File: config.mk
export PLATFORM = sky130hd
export DESIGN_NAME = ram_port_arbiter
export DESIGN_NICKNAME = d
export VERILOG_FILES = /design/src/rtl/easy6502_pkg.sv /design/src/rtl/rr_pick.sv /design/src/rtl/ram_port_arbiter.sv
export SDC_FILE = /design/constraint.sdc
export NUM_CORES = 1
export LEC_CHECK = 0
export CAP_MARGIN = 20
export CORE_AREA = 4 4 69 71
export DETAILED_ROUTE_END_ITERATION = 10
export DIE_AREA = 0 0 73 75
export GPL_TIMING_DRIVEN = 0
export PLACE_DENSITY_LB_ADDON = 0.12
export SYNTH_ARGS = -nofsm -noshare
export SYNTH_HDL_FRONTEND = slang
export SYNTH_SLANG_ARGS = --single-unit
File: constraint.sdc
create_clock -name clk -period 0.99 [get_ports clk]
set_input_delay 0.198 -clock clk [delete_from_list [all_inputs] [get_ports clk]]
set_output_delay 0.198 -clock clk [all_outputs]
set_load 0.01 [all_outputs]
File: src/rtl/easy6502_pkg.sv
`default_nettype none
// ============================================================================
//  Module      : easy6502_pkg
//  Description : Shared types and constants for the RAM port arbiter slice:
//                arbiter state encoding, arbitration mode selectors and a
//                width helper for small counters/pointers.
//  Revision    : 1.0 - initial release
// ============================================================================
package easy6502_pkg;

    // RUN: CPU owns the RAM port. GRANT: one secondary client owns it.
    typedef enum logic [0:0] {
        ST_RUN   = 1'b0,
        ST_GRANT = 1'b1
    } arb_state_t;

    localparam int MODE_FIXED = 0;  // lowest requesting index wins
    localparam int MODE_RR    = 1;  // first requester after the last winner

    // Bits needed to index n distinct values, never less than one.
    function automatic int width_min1(input int n);
        return (n > 1) ? $clog2(n) : 1;
    endfunction

endpackage
`default_nettype wire

File: src/rtl/rr_pick.sv
`default_nettype none
// ============================================================================
//  Module      : rr_pick
//  Description : Combinational winner selection. Fixed mode returns the
//                lowest set request bit; round-robin mode returns the first
//                set bit strictly after i_ptr, wrapping to index 0.
//  Ports       : i_req    - request vector
//                i_ptr    - index of the previous winner (round-robin only)
//                i_mode   - 0 fixed priority, 1 round-robin
//                o_winner - one-hot winner, zero when no request is set
//  Revision    : 1.0 - initial release
// ============================================================================
module rr_pick #(
    parameter int N_CLIENTS = 2,
    parameter int PTR_W     = 1
) (
    input  logic [N_CLIENTS-1:0] i_req,
    input  logic [PTR_W-1:0]     i_ptr,
    input  logic                 i_mode,
    output logic [N_CLIENTS-1:0] o_winner
);

    logic w_found;

    // Two passes: the first looks only above the pointer (or everywhere in
    // fixed mode); the second is the wrap-around from index 0, which also
    // picks the previous winner again when it is the only requester.
    always_comb begin
        o_winner = '0;
        w_found  = 1'b0;
        for (int j = 0; j < N_CLIENTS; j++) begin
            if (!w_found && i_req[j] && (!i_mode || (j > int'(i_ptr)))) begin
                o_winner[j] = 1'b1;
                w_found     = 1'b1;
            end
        end
        for (int j = 0; j < N_CLIENTS; j++) begin
            if (!w_found && i_req[j]) begin
                o_winner[j] = 1'b1;
                w_found     = 1'b1;
            end
        end
    end

endmodule
`default_nettype wire

File: src/rtl/ram_port_arbiter.sv
`default_nettype none
// ============================================================================
//  Module      : ram_port_arbiter
//  Description : Shares one synchronous RAM port between the 6502 CPU and up
//                to eight secondary clients. The CPU is only paused on an
//                instruction boundary (cpu_sync); a grant then lasts while
//                the winner keeps requesting, optionally capped at MAX_GRANT
//                cycles, and is followed by at least MIN_CPU_CYCLES of CPU
//                run time.
//  Ports       : clk, reset              - clock, sync active-high reset
//                cpu_addr/wdata/we/sync  - CPU bus and instruction strobe
//                cpu_rdy, cpu_rdata      - CPU ready and read data
//                req, gnt                - client request / one-hot grant
//                cli_addr/wdata/we       - packed client buses, slice i
//                cli_rdata, cli_rvalid   - shared read data, per-client valid
//                ram_addr/wdata/we/rdata - RAM port (1-cycle read latency)
//  Revision    : 1.0 - initial release
// ============================================================================
module ram_port_arbiter
    import easy6502_pkg::*;
#(
    parameter int ADDR_WIDTH     = 11,
    parameter int DATA_WIDTH     = 8,
    parameter int N_CLIENTS      = 2,
    parameter int MODE           = 0,
    parameter int MIN_CPU_CYCLES = 0,
    parameter int MAX_GRANT      = 0
) (
    input  logic                            clk,
    input  logic                            reset,
    // CPU side
    input  logic [ADDR_WIDTH-1:0]           cpu_addr,
    input  logic [DATA_WIDTH-1:0]           cpu_wdata,
    input  logic                            cpu_we,
    input  logic                            cpu_sync,
    output logic                            cpu_rdy,
    output logic [DATA_WIDTH-1:0]           cpu_rdata,
    // Secondary clients
    input  logic [N_CLIENTS-1:0]            req,
    output logic [N_CLIENTS-1:0]            gnt,
    input  logic [N_CLIENTS*ADDR_WIDTH-1:0] cli_addr,
    input  logic [N_CLIENTS*DATA_WIDTH-1:0] cli_wdata,
    input  logic [N_CLIENTS-1:0]            cli_we,
    output logic [DATA_WIDTH-1:0]           cli_rdata,
    output logic [N_CLIENTS-1:0]            cli_rvalid,
    // RAM port
    output logic [ADDR_WIDTH-1:0]           ram_addr,
    output logic [DATA_WIDTH-1:0]           ram_wdata,
    output logic                            ram_we,
    input  logic [DATA_WIDTH-1:0]           ram_rdata
);

    localparam int PTR_W   = width_min1(N_CLIENTS);
    localparam int GUARD_W = width_min1(MIN_CPU_CYCLES + 1);
    localparam int GCNT_W  = width_min1(MAX_GRANT + 1);

    localparam logic [PTR_W-1:0]   c_PTR_RST    = PTR_W'(N_CLIENTS - 1);
    localparam logic [GUARD_W-1:0] c_GUARD_LOAD = GUARD_W'(MIN_CPU_CYCLES);
    localparam logic [GCNT_W-1:0]  c_GCNT_LAST  = GCNT_W'((MAX_GRANT > 0) ? MAX_GRANT - 1 : 0);
    localparam logic               c_LIMIT_EN   = (MAX_GRANT > 0);

    arb_state_t             r_state;
    arb_state_t             w_state_nxt;
    logic [N_CLIENTS-1:0]   r_gnt;
    logic [N_CLIENTS-1:0]   w_gnt_nxt;
    logic                   r_cpu_rdy;
    logic [N_CLIENTS-1:0]   r_rvalid;
    logic [GUARD_W-1:0]     r_guard;
    logic [GCNT_W-1:0]      r_gcnt;
    logic [PTR_W-1:0]       r_ptr;
    logic                   r_boot;
    logic [N_CLIENTS-1:0]   w_winner;
    logic [PTR_W-1:0]       w_win_idx;
    logic                   w_grant_start;
    logic                   w_release;
    logic                   w_hold;
    logic                   w_limit;

    rr_pick #(
        .N_CLIENTS (N_CLIENTS),
        .PTR_W     (PTR_W)
    ) u_rr_pick (
        .i_req    (req),
        .i_ptr    (r_ptr),
        .i_mode   (MODE == MODE_RR),
        .o_winner (w_winner)
    );

    always_comb begin
        w_win_idx = '0;
        for (int i = 0; i < N_CLIENTS; i++) begin
            if (w_winner[i]) begin
                w_win_idx = PTR_W'(i);
            end
        end
    end

    assign w_hold  = |(req & r_gnt);
    assign w_limit = c_LIMIT_EN && (r_gcnt == c_GCNT_LAST);

    // Next-state and next-grant. r_boot marks the first cycle out of reset:
    // the CPU has not started an instruction yet, so a pending request may
    // be granted without waiting for cpu_sync. A release always goes back
    // through RUN so the CPU gets at least one instruction boundary.
    always_comb begin
        w_state_nxt   = r_state;
        w_gnt_nxt     = '0;
        w_grant_start = 1'b0;
        w_release     = 1'b0;
        case (r_state)
            ST_RUN: begin
                if ((|req) && (r_guard == '0) && (cpu_sync || r_boot)) begin
                    w_state_nxt   = ST_GRANT;
                    w_gnt_nxt     = w_winner;
                    w_grant_start = 1'b1;
                end
            end
            ST_GRANT: begin
                if (!w_hold || w_limit) begin
                    w_state_nxt = ST_RUN;
                    w_release   = 1'b1;
                end else begin
                    w_gnt_nxt = r_gnt;
                end
            end
            default: begin
                w_state_nxt = ST_RUN;
            end
        endcase
    end

    always_ff @(posedge clk) begin
        if (reset) begin
            r_state   <= ST_RUN;
            r_gnt     <= '0;
            r_cpu_rdy <= 1'b0;
            r_rvalid  <= '0;
            r_guard   <= '0;
            r_gcnt    <= '0;
            r_ptr     <= c_PTR_RST;
            r_boot    <= 1'b1;
        end else begin
            r_state   <= w_state_nxt;
            r_gnt     <= w_gnt_nxt;
            r_cpu_rdy <= (w_state_nxt == ST_RUN);
            r_boot    <= 1'b0;

            // A granted read this cycle returns data from the RAM next cycle.
            if (r_state == ST_GRANT) begin
                r_rvalid <= r_gnt & ~cli_we;
            end else begin
                r_rvalid <= '0;
            end

            if (w_release) begin
                r_guard <= c_GUARD_LOAD;
            end else if ((r_state == ST_RUN) && (r_guard != '0)) begin
                r_guard <= r_guard - 1'b1;
            end

            // Counts completed grant cycles; only meaningful with a limit.
            if (c_LIMIT_EN && (r_state == ST_GRANT) && !w_release) begin
                r_gcnt <= r_gcnt + 1'b1;
            end else begin
                r_gcnt <= '0;
            end

            if (w_grant_start) begin
                r_ptr <= w_win_idx;
            end
        end
    end

    // RAM port mux. The CPU write enable is masked while the CPU is held
    // (reset and the cycle after it), so a write cannot leak out of reset
    // or out of an aborted grant.
    always_comb begin
        ram_addr  = cpu_addr;
        ram_wdata = cpu_wdata;
        ram_we    = cpu_we & r_cpu_rdy;
        if (r_state == ST_GRANT) begin
            ram_we = 1'b0;
            for (int i = 0; i < N_CLIENTS; i++) begin
                if (r_gnt[i]) begin
                    ram_addr  = cli_addr[i*ADDR_WIDTH +: ADDR_WIDTH];
                    ram_wdata = cli_wdata[i*DATA_WIDTH +: DATA_WIDTH];
                    ram_we    = cli_we[i];
                end
            end
        end
    end

    assign cpu_rdy    = r_cpu_rdy;
    assign gnt        = r_gnt;
    assign cli_rvalid = r_rvalid;
    assign cpu_rdata  = ram_rdata;
    assign cli_rdata  = ram_rdata;

endmodule
`default_nettype wire

## After elaboration in Yosys (flattened, before gate mapping)

Index checks and enable logic that the tools add are counted.

- Register bits after elaboration: 8
- Latch bits: 0
- Bits in writable memories: 0
- ROM bits: 0
- Input bits: 73
- Output and inout port bits: 41
- Memories: 0

- $add $sub $neg: 1
- Multiply operators: 0
- Divide/modulo/power cells: 0
- Magnitude comparators: 0
- Equal/unequal tests: 1
- Shift-type cells: 0
- Muxes and demuxes: 24
- Bitwise gates (word level): 7
- Reduce and logical (&&, ||, !) cells: 14

Operators by type and width:

| operator | count |
|---|---|
| $mux 11 | 3 |
| $mux 8 | 3 |
| $mux 1 | 14 |
| $reduce_or 2->1 | 4 |
| $logic_and 1x1->1 | 6 |
| $and 2x2->2 | 2 |
| $mux 2 | 2 |
| $pmux 2 s2 | 1 |
| $logic_not 1->1 | 3 |
| $not 1->1 | 3 |
| $ne 2x2->1 const B | 1 |
| $not 2->2 | 1 |
| $pmux 1 s2 | 1 |
| $and 1x1->1 | 1 |
| $logic_or 1x1->1 | 1 |
| $sub 1x1->1 const B | 1 |

## Longest topological paths before layout

Gate-level depths: netlist (run 1).

- Depth after elaboration: 12
- Gate-level depth with buffers: 5
- Mapped depth without buffers: 3

## Modules after synthesis

A second synthesis (run 1) with hierarchy kept.

- Cell total of the unflattened synthesis: 146
- Area, all modules: 1043.5 µm²

By module, submodules not included:

| module | times used | cells each | area each (µm²) | sequential area each (µm²) |
|---|---|---|---|---|
| ram_port_arbiter | 1 | 142 | 1013.5 | 180.2 |
| rr_pick | 1 | 4 | 30.0 | 0.0 |

## Worst setup path after synthesis (run 1)

Ideal clock, no wire load.

- Path kind: reg2out
- Start: reg r_gnt[0] (netlist: gnt[0])
- End: out ram_addr[1]
- Data arrival time: 0.991 ns
- Data required time: 0.792 ns
- Path slack: -0.199 ns
- Stages on the path, launching flop included: 4
- Path buffers: 1
- Path through: dfxtp_1 > buf_6 > o21ai_0 > a21oi_1

- Word-level cells in the longest chain between the ends: 3

Ends and longest elaborated chain:

| element | RTL line | text |
|---|---|---|
| start, declared | ram_port_arbiter.sv:64 | `logic [N_CLIENTS-1:0] r_gnt;` |
| start signal, assigned | ram_port_arbiter.sv:144 | `r_gnt <= w_gnt_nxt;` |
| $mux 11 (2 in a row) | ram_port_arbiter.sv:184 | `if (r_gnt[i]) begin` |
| $mux 11 | ram_port_arbiter.sv:181 | `if (r_state == ST_GRANT) begin` |
| end, declared | ram_port_arbiter.sv:47 | `output logic [ADDR_WIDTH-1:0] ram_addr,` |

Every way passes these cells.

## Final worst setup path (run 1)

- Start: reg r_state
- End: out ram_addr[10]

- Word-level cells in the longest chain between the ends: 1

Ends and longest elaborated chain:

| element | RTL line | text |
|---|---|---|
| start, declared | ram_port_arbiter.sv:62 | `arb_state_t r_state;` |
| start signal, assigned | ram_port_arbiter.sv:143 | `r_state <= w_state_nxt;` |
| $mux 11 | ram_port_arbiter.sv:181 |  |

Every way passes these cells.

==> flow_summary.json, run 1 <==
{
  "antennaDiodeCount": 0,
  "wl_per_cell_um": 15.66,
  "grt_start_max_net_pins": 12,
  "hpwl_mm": 3.462,
  "worstPathRequired_ps": 790,
  "io_buffers": 105,
  "synth_flop_cell": "dfxtp_1",
  "status": "complete, but fails checks",
  "initial_utilization_pct": 24.17,
  "worstMarginPinSlew_ps": 285.4,
  "critPathMaxStageDelay_ps": 320,
  "fillerInstances": 349,
  "critPathLaunch": "r_state",
  "dp_cells": 297,
  "cp_num_cells": 7,
  "rr_endpoint": "r_state",
  "clockBufferDepth": 2,
  "synth_nets": 213,
  "yosys.area.top_type": "dfxtp_1",
  "grt_use_total_pct": 18.71,
  "place.gp.congestion": 0.8443,
  "yosysSeqAreaShare_pct": 15.65,
  "fin_cells": 325,
  "grt_pass1_vias": 1694,
  "m1WireLength_mm": 2.012,
  "synth_cell_types": 27,
  "hp-class": "in -> reg",
  "hold_viol_final": 0,
  "clock_latency_ps": 230,
  "rsz0062_at_grt": "yes",
  "setup_viol": 26,
  "drc_errors": 0,
  "synth_area_sq_mm": 0.001023,
  "violations": "setup timing",
  "yosysMostFrequentCell": "a21oi_1",
  "viasPerCell": 4.852,
  "cts.sinks": 8,
  "cts_max_level": 1,
  "synthArstFlopShare_pct": 0,
  "drive_gt1_share_pct": 52.38,
  "die_area_sq_mm": 0.005475,
  "wl_met2_mm": 2.654,
  "crit_path_end": "ram_addr[10]",
  "cp-end-kind": "primary output",
  "antenna_found_initial": 0,
  "rr_worst_depth": 6,
  "max_freq_mhz": 653.3,
  "cts_tree": "built",
  "drt-total-wl_mm": 5.090,
  "rows": 24,
  "slew_headroom_pct": 80.91,
  "cts_root_buf": "clkbuf_8",
  "synth_seq_cells": 8,
  "firstDrtPassIters": 4,
  "ant_nets": 0,
  "num_vias": 1577,
  "yosys-top-cells-count": "a21oi_1 (20), buf_4 (19), nand3b_1 (19), o22ai_1 (19), o21ai_0 (15)",
  "cp_num_buf_inv": 4,
  "crit_arrival_ps": 1330,
  "synthCells": 140,
  "grt_pass1_wl_mm": 8.135,
  "io-pin-count": 114,
  "wl_met3_um": 334,
  "die_y_um": 75,
  "core-area_sq_mm": 0.004234,
  "reg2reg_from": "gnt[1]",
  "setup_ws_ps": -540.7,
  "cp_cell_sequence": "buf_4, nand2_8, buf_12, buf_16, o22ai_2, a21oi_2, buf_2",
  "path_max_fanout": 5,
  "crit_family": "buffers and inverters",
  "max_cap_violations": 0,
  "cts_hold_buf": 0,
  "ys_warn_count": 0,
  "top_layer": "met4",
  "crit_slowest_cell": "dfxtp_2",
  "layout.nets": 347,
  "synth_edf_count": 0,
  "cts_buffers": 3,
  "synthTopCellsByArea": "dfxtp_1 (16%), buf_4 (14%), nand3b_1 (14%)",
  "first_iter_violations": 53,
  "die_w_um": 73,
  "period_share_pct": 154.6,
  "netlist.area_leader.share_pct": 15.65,
  "critPathLaunchType": "flip-flop",
  "tns_ps": -10970,
  "crit_type": "reg -> out",
  "syn_avg_cell_area_sq_um": 7.311,
  "finalClockSkew_ps": 3.747,
  "leakage_nw": 1.157,
  "cts.clk_slew.worst_paths_ps": 40,
  "reg2reg_slack_ps": -290,
  "globalRouteOverflowTotal": 0,
  "period_needed_ps": 1531,
  "slew_viol_final": 0,
  "vdd_drop_max_v": 0.0006115,
  "powerDensity_mw_per_mm2": 727.3,
  "synthToLayoutAreaGrowth_pct": 185.8
}
metrics by stage:
| stage | hold WS [ps] | util [%] | area [sq um] | power, mW | setup WS, ps |
|---|---|---|---|---|---|
| 6_report | 542.5 | 69.09 | 2925 | 2.128 | -540.7 |
| 5_1_grt | 558.6 | 69.09 | 2925 | 2.243 | -601.3 |
| 4_1_cts | 535.7 | 68.35 | 2894 | 2.121 | -548.7 |
| 3_5_place_dp | 512.8 | 58.69 | 2485 | 1.529 | -759.3 |
| 3_3_place_gp | 512.5 | 58.69 | 2485 | 1.524 | -737.8 |
| 2_1_floorplan | 225.7 | - | 1369 | 0.9333 | -91.79 |
layout make-up:
type                            instances  area (sq um)  area share [%]
Clock buffer                            4         45.04           1.540
Timing Repair Buffer                  129          1289           44.05
Buffer                                 29         329.1           11.25
Inverter                                1         16.27          0.5560
Tap cell                               52         65.06           2.224
Multi-Input combinational cell        102          1015           34.69
Sequential cell                         8         166.4           5.689
repair_timing:
action,in CTS,in global routing
endpoints found under the setup margin,46,28
resized for setup,153,12
cloned,6,0
hold endpoints to repair,0,0
pin swaps,10,7
setup buffers,16,3
logic make-up (layout without fill, tap and decap cells):
group | count (synthesis) | in the layout | synth area share (%)
compound gates | 64 | 64 | 36.19
buf+inv | 30 | 163 | 23.47
flops | 8 | 8 | 15.65
simple gates | 38 | 38 | 24.70
routing by layer:
metal	vias to the layer above	GRT usage, %
met3	10	2.403
met1	721	22.30
met4	0	7.582
met2	68	33.76
met5	-	0
li1	778	-
state kept, by name, indices dropped and copies added (netlist names):
signal / cells
cli_rvalid: 2
cpu_rdy: 1
gnt: 2
r_boot: 1
r_guard: 1
r_state: 1
report_power, final:
group / internal, mW / switching [mW]
Combinational: 0.827 / 0.530
Sequential: 0.338 / 0.0125
Clock: 0.280 / 0.140
cells in the final DEF, fill, tap and decap left out, drive strengths merged:
master and instances:
o22ai 19, and4b 1, clkbuf 6, nor2 3, a32oi 1, nand4b 1
o21ai 20, nand4 1, bufbuf 1, nand3 2, dfxtp 8, nor3 2
nand2 5, clkdlybuf4s50 64, a21oi 21, a22o 1, a21o 1, and2b 1
buf 75, or2 3, a31oi 1, nand3b 19, clkinv 1, dlygate4sd2 16
worst min path at each step:
stage,start,endpoint,slack [ps],cells after the start
5_1_grt,cli_we[1],cli_rvalid[1],560,2
6_report,cli_we[1],cli_rvalid[1],540,2
3_3_place_gp,gnt[0],cli_rvalid[0],510,2
4_1_cts,cli_we[1],cli_rvalid[1],540,2
3_5_place_dp,gnt[0],cli_rvalid[0],510,2
2_1_floorplan,reset,r_boot,230,0
(Power assumes the default switching activity.)
==> run 2, diff against run 1 <==
Settings changed: CORE_AREA 4 4 69 71 to 3 3 68 70, DIE_AREA 0 0 73 75 to 0 0 71 73.
==> run 2 against run 1 <==
- the run still ends with setup timing left
- cell count decreased by 1.2%
- clock power is 1% higher
- wire length down 4.9%
- worst setup slack improved by 11 ps
- global-route usage shrank 0.88 points
- clock skew is 3.0 ps higher
- sequential cell count stayed put
- maximum frequency up 0.75%
- power decreased by 1.4%
- utilization rose by 1.9 points
- design area fell by 2.2%
- critical endpoint is now ram_addr[1]
- highest routed layer unchanged
==> flow_summary.json, run 2 (synthesis results as in run 1) <==
{
  "status": "complete, but fails checks",
  "violations": "setup timing",
  "cts_tree": "built",
  "clockBufferDepth": 2,
  "switching_share_pct": 32.10,
  "combinationalPowerShare_pct": 63.1,
  "die_w_um": 71,
  "slew_viol_final": 0,
  "rows": 23,
  "hpwl_mm": 3.413,
  "postLayoutCoreUtil_pct": 71.02,
  "grt_pass1_wl_mm": 7.721,
  "num_vias": 1606,
  "io_buffers": 105,
  "viasPerCell": 5.003,
  "critPathLaunchType": "flip-flop",
  "max_cap_violations": 0,
  "reg2reg_slack_ps": -290,
  "fillerInstances": 335,
  "firstDrtPassIters": 4,
  "powerDensity_mw_per_mm2": 733.3,
  "antenna_found_initial": 0,
  "worstPathRequired_ps": 790,
  "first_iter_violations": 65,
  "grt_use_total_pct": 17.83,
  "crit_type": "reg -> out",
  "die_y_um": 73,
  "crit_arrival_ps": 1320,
  "layout.nets": 345,
  "drc_errors": 0,
  "antennaDiodeCount": 0,
  "reg2reg_from": "gnt[1]",
  "cts.sinks": 8,
  "p_seq_share_pct": 16.7,
  "cts.clk_slew.worst_paths_ps": 50,
  "layout_commonest_cell": "clkdlybuf4s50_1",
  "crit_path_end": "ram_addr[1]",
  "period_needed_ps": 1519,
  "initial_utilization_pct": 25.40,
  "path_max_fanout": 8,
  "wl_per_cell_um": 15.09,
  "rr_worst_depth": 6,
  "die_area_sq_mm": 0.005183,
  "max_freq_mhz": 658.2,
  "clock_latency_ps": 240,
  "intPower_mw": 1.425,
  "seq_area_sq_um": 168.9,
  "hold_viol_final": 0,
  "cts_root_buf": "clkbuf_8",
  "cts_hold_buf": 0,
  "grt_start_max_net_pins": 11,
  "drive_gt1_share_pct": 51.66,
  "leakage_nw": 1.132,
  "vdd_drop_max_v": 0.0008945,
  "io-pin-count": 114,
  "dp_slack_ps": -732.9,
  "ant_nets": 0,
  "rr_endpoint": "cpu_rdy",
  "period_share_pct": 153.5,
  "final_cell_mix": "clkdlybuf4s50_1 (64), buf_6 (25), buf_4 (23)",
  "place.gp.congestion": 0.8291,
  "rsz0062_at_grt": "yes",
  "hp-class": "in -> reg",
  "setup_ws_ps": -529.3,
  "cts_buffers": 3,
  "multiInputGateArea_sq_um": 991.0,
  "slew_headroom_pct": 79.21,
  "worstMarginPinSlew_ps": 310.9,
  "cp-end-kind": "primary output",
  "p_total_mw": 2.098,
  "synthToLayoutAreaGrowth_pct": 179.6,
  "critPathLaunch": "r_state",
  "core-area_sq_mm": 0.004029,
  "clock_power_share_pct": 20.3,
  "grt_pass1_vias": 1649,
  "drt-total-wl_mm": 4.843,
  "globalRouteOverflowTotal": 0,
  "setup_viol": 26,
  "finalClockSkew_ps": 6.759,
  "cts_max_level": 1,
  "p_sw_mw": 0.6736
}
[run 2: cell types whose count changed in the layout (fill, tap and decap cells not counted), moves of 3 or more]
| cell | before | now |
|---|---|---|
| buf_4 | 27 | 23 |
| o22ai_4 | 8 | 5 |
| buf_6 | 17 | 25 |
| buf_8 | 5 | 2 |
| buf_2 | 15 | 11 |
| buf_16 | 4 | 1 |
[run 2: cell type report]
cell class / instances / share of cell area, %
Clock buffer: 4 / 1.574
Timing Repair Buffer: 127 / 44.21
Multi-Input combinational cell: 102 / 34.63
Buffer: 29 / 11.11
Sequential cell: 8 / 5.903
Inverter: 1 / 0.3935
Tap cell: 50 / 2.186
[run 2: routing by layer]
metal  part of all wire, %  vias to the layer above  GRT usage (%)
met1                    42                      741          23.72
met4                   1.3                        0          4.384
met3                   7.4                        7          2.479
met5                     0                        -              0
li1                      -                      783              -
met2                    50                       75          30.38
[run 2: power by group through the flow]
stage | sequential (mW) | clock, mW | combinational [mW]
after floorplan | 0.360 | 0 | 0.573
after global placement | 0.357 | 0 | 1.16
after detailed placement | 0.358 | 0 | 1.17
after CTS | 0.350 | 0.441 | 1.22
after global routing | 0.352 | 0.455 | 1.41
final | 0.350 | 0.425 | 1.32
[run 2: how the worst min path moves through the flow]
| stage | start | endpoint | slack, ps | cells after the start |
|---|---|---|---|---|
| after global routing | cli_we[0] | cli_rvalid[0] | 590 | 2 |
| after global placement | gnt[0] | cli_rvalid[0] | 510 | 2 |
| final | cli_we[0] | cli_rvalid[0] | 570 | 2 |
| after CTS | cli_we[1] | cli_rvalid[1] | 550 | 2 |
| after detailed placement | gnt[0] | cli_rvalid[0] | 510 | 2 |
| after floorplan | reset | r_boot | 230 | 0 |
[run 2: metrics by stage]
step	hold slack (ps)	TNS (ps)	cells	area (sq um)
after floorplan	225.7	-1704	140	1369
after global placement	512.3	-15750	295	2482
after detailed placement	513.4	-15840	295	2482
after CTS	548.5	-10350	312	2653
after global routing	587.4	-11980	321	2861
final	571.3	-10490	321	2861
[run 2: timing repair]
item                                    in CTS  in global routing
endpoints found under the hold margin        0                  0
pin swaps                                    7                 12
cloned                                       2                  2
endpoints found under the setup margin      46                 30
setup buffers                               11                  7
gates resized for setup                    123                 35
[run 2: critical path, stage by stage, from the launching register on]
cell and delay, ps:
dfxtp_4 350, buf_12 150, buf_12 140, buf_6 120
o22ai_2 170, a21oi_4 40, buf_6 120
==> run 3, diff against run 2 <==
Settings changed: ABC_AREA from default to 1, CORE_AREA 3 3 68 70 to 3 3 67 69, DIE_AREA 0 0 71 73 to 0 0 70 72, SLEW_MARGIN from default to 25.
==> run 3 against run 2 <==
- hold slack got worse by 220 ps
- via count decreased by 8.0%
- die area decreased by 2.8%
- utilization decreased by 15 points
- non-clock buffer count decreased by 20
- maximum frequency increased by 0.91%
- sequential share of layout area increased by 1.7 points
- critical path type unchanged
- area after synthesis decreased by 7.1%
- combinational power decreased by 38%
- critical path depth increased by 1
- global-route usage decreased by 1.3 points
- clock power decreased by 8.0%
- the flow still finishes with violations (setup timing)
==> flow_summary.json, run 3 <==
{
  "status": "complete, but fails checks",
  "violations": "setup timing",
  "slew_headroom_pct": 80.50,
  "setup_viol": 23,
  "tns_ps": -9705,
  "rsz0062_at_grt": "yes",
  "ant_nets": 0,
  "die_w_um": 70,
  "synth_flop_cell": "dfxtp_1",
  "layout_commonest_cell": "clkdlybuf4s50_1",
  "ys_warn_count": 0,
  "period_share_pct": 152.1,
  "netlist.area_leader.share_pct": 16.84,
  "synth_top_family_by_area": "compound AO/OA/AOI/OAI gates",
  "leakage_nw": 1.060,
  "io-pin-count": 114,
  "yosys.area.top_type": "dfxtp_1",
  "path_max_fanout": 7,
  "synthArstFlopShare_pct": 0,
  "viasPerCell": 4.520,
  "initial_utilization_pct": 23.94,
  "p_total_mw": 1.554,
  "cts.sinks": 8,
  "drive_gt1_share_pct": 33.94,
  "yosysMostFrequentCell": "inv_1",
  "first_iter_violations": 55,
  "drc_errors": 0,
  "synth_xor_area_share_pct": 0,
  "postPlaceCellArea_sq_mm": 0.002073,
  "synth_area_sq_um": 950.9,
  "synth_nets": 238,
  "synth_adder_area_share_pct": 0,
  "hpwl_mm": 3.190,
  "synthToLayoutAreaGrowth_pct": 133.9,
  "crit_arrival_ps": 1310,
  "io_buffers": 105,
  "slew_viol_final": 0,
  "grt_pass1_wl_mm": 6.865,
  "yosysSeqAreaShare_pct": 16.84,
  "core-area_sq_mm": 0.003971,
  "num_vias": 1478,
  "worstMarginPinSlew_ps": 292.5,
  "cts_root_buf": "clkbuf_8",
  "final_cell_area_sq_mm": 0.002225,
  "wl_per_cell_um": 13.18,
  "max_cap_violations": 0,
  "die_y_um": 72,
  "cts_tree": "built",
  "antenna_found_initial": 0,
  "layout.nets": 352,
  "place.gp.congestion": 0.8040,
  "clockBufferDepth": 2,
  "m1WireLength_mm": 1.988,
  "setup_ws_ps": -515.7,
  "crit_slowest_cell": "dfxtp_2",
  "cts.clk_slew.worst_paths_ps": 40,
  "synthCells": 165,
  "dp_slack_ps": -817.5,
  "cts_buffers": 3,
  "worstPathRequired_ps": 790,
  "top_layer": "met4",
  "cp-end-kind": "primary output",
  "cp_cell_sequence": "buf_6, nor2_4, nor2_4, buf_6, o211ai_1, nand2_1, buf_2",
  "critPathMaxStageDelay_ps": 320,
  "firstDrtPassIters": 4,
  "antennaDiodeCount": 0,
  "final_cell_mix": "clkdlybuf4s50_1 (62), inv_1 (24), nor2_1 (22)",
  "powerDensity_mw_per_mm2": 698.5,
  "wl_met2_mm": 1.960,
  "yosys.area_share.simple_pct": 19.47,
  "synth_seq_cells": 8,
  "synth_edf_count": 0,
  "crit_type": "reg -> out",
  "synth_cell_types": 18,
  "yosys-top-cells-count": "inv_1 (24), nor2_1 (23), a21oi_1 (22), o21ai_1 (22), buf_4 (21)",
  "hold_viol_final": 0,
  "grt_use_total_pct": 16.48,
  "critPathLaunchType": "flip-flop",
  "clock_latency_ps": 230,
  "max_freq_mhz": 664.2,
  "drt-total-wl_mm": 4.311,
  "synthTopCellsByArea": "dfxtp_1 (17%), buf_4 (17%), a21oi_1 (12%)",
  "vdd_drop_max_v": 0.0009081,
  "wl_met3_um": 325,
  "die_area_sq_mm": 0.005040,
  "synthMuxAreaShare_pct": 0,
  "grt_start_max_net_pins": 11,
  "globalRouteOverflowTotal": 0,
  "finalClockSkew_ps": 2.333,
  "period_needed_ps": 1506,
  "hp-class": "in -> reg",
  "grt_pass1_vias": 1348,
  "cts_max_level": 1,
  "syn_avg_cell_area_sq_um": 5.763,
  "rows": 23,
  "cts_hold_buf": 0,
  "synth_compound_area_share_pct": 32.37
}
-- run 3: worst max-delay path, delay by kind of cell (launching register included) --
family | cells | cell delay, ps
AND/OR/NAND/NOR | 3 | 260
AO/OA/AOI/OAI | 1 | 80
flip-flops | 1 | 320
buffers and inverters | 3 | 400
-- run 3: path summary, 6_finish.rpt --
kind,from,end,slack (ps),cells after the start
hold reg to reg,r_guard,r_guard,470,2
setup reg to reg,gnt[1],cpu_rdy,-10,7
hold / removal,req[1],gnt[1],350,3
setup / recovery,gnt[1],ram_we,-520,7
-- run 3: metrics by stage --
step	cells	utilization, %	hold slack, ps
2_1_floorplan	165	-	225.7
3_3_place_gp	320	52.21	434.2
3_5_place_dp	320	52.21	434.0
4_1_cts	327	54.19	349.9
5_1_grt	327	56.02	379.9
6_report	327	56.02	354.5
-- run 3: what timing repair did --
item | CTS | global route
resized for setup | 151 | 26
setup buffers | 2 | 0
endpoints found under the setup margin | 43 | 29
cloned | 2 | 0
pin swaps | 1 | 6
-- run 3: final cells by class --
| cell class | count | area [sq um] |
|---|---|---|
| fill | 406 | 1747 |
| multi-input combinational | 104 | 613.1 |
| tap | 50 | 62.56 |
| timing repair buffer | 109 | 994.7 |
| inverter | 26 | 97.59 |
| buffer | 27 | 246.5 |
| sequential | 8 | 168.9 |
| clock buffer | 3 | 41.29 |
-- run 3: logic make-up (layout without fill, tap and decap cells) --
| kind of cell | count (synthesis) | count (layout) |
|---|---|---|
| compound gates | 61 | 61 |
| buf+inv | 53 | 165 |
| flops | 8 | 8 |
| simple gates | 43 | 43 |
-- run 3: power by group --
part | switching, mW | internal, mW | leakage, nW | total [mW]
Sequential | 0.0116 | 0.336 | 0.0674 | 0.347
Combinational | 0.320 | 0.495 | 0.971 | 0.815
Clock | 0.128 | 0.263 | 0.0216 | 0.391
-- run 3: metal layers --
layer	global-route usage, %	up-vias
li1	-	741
met1	23.75	656
met2	26.23	77
met3	2.493	4
met4	3.191	0
met5	0	-
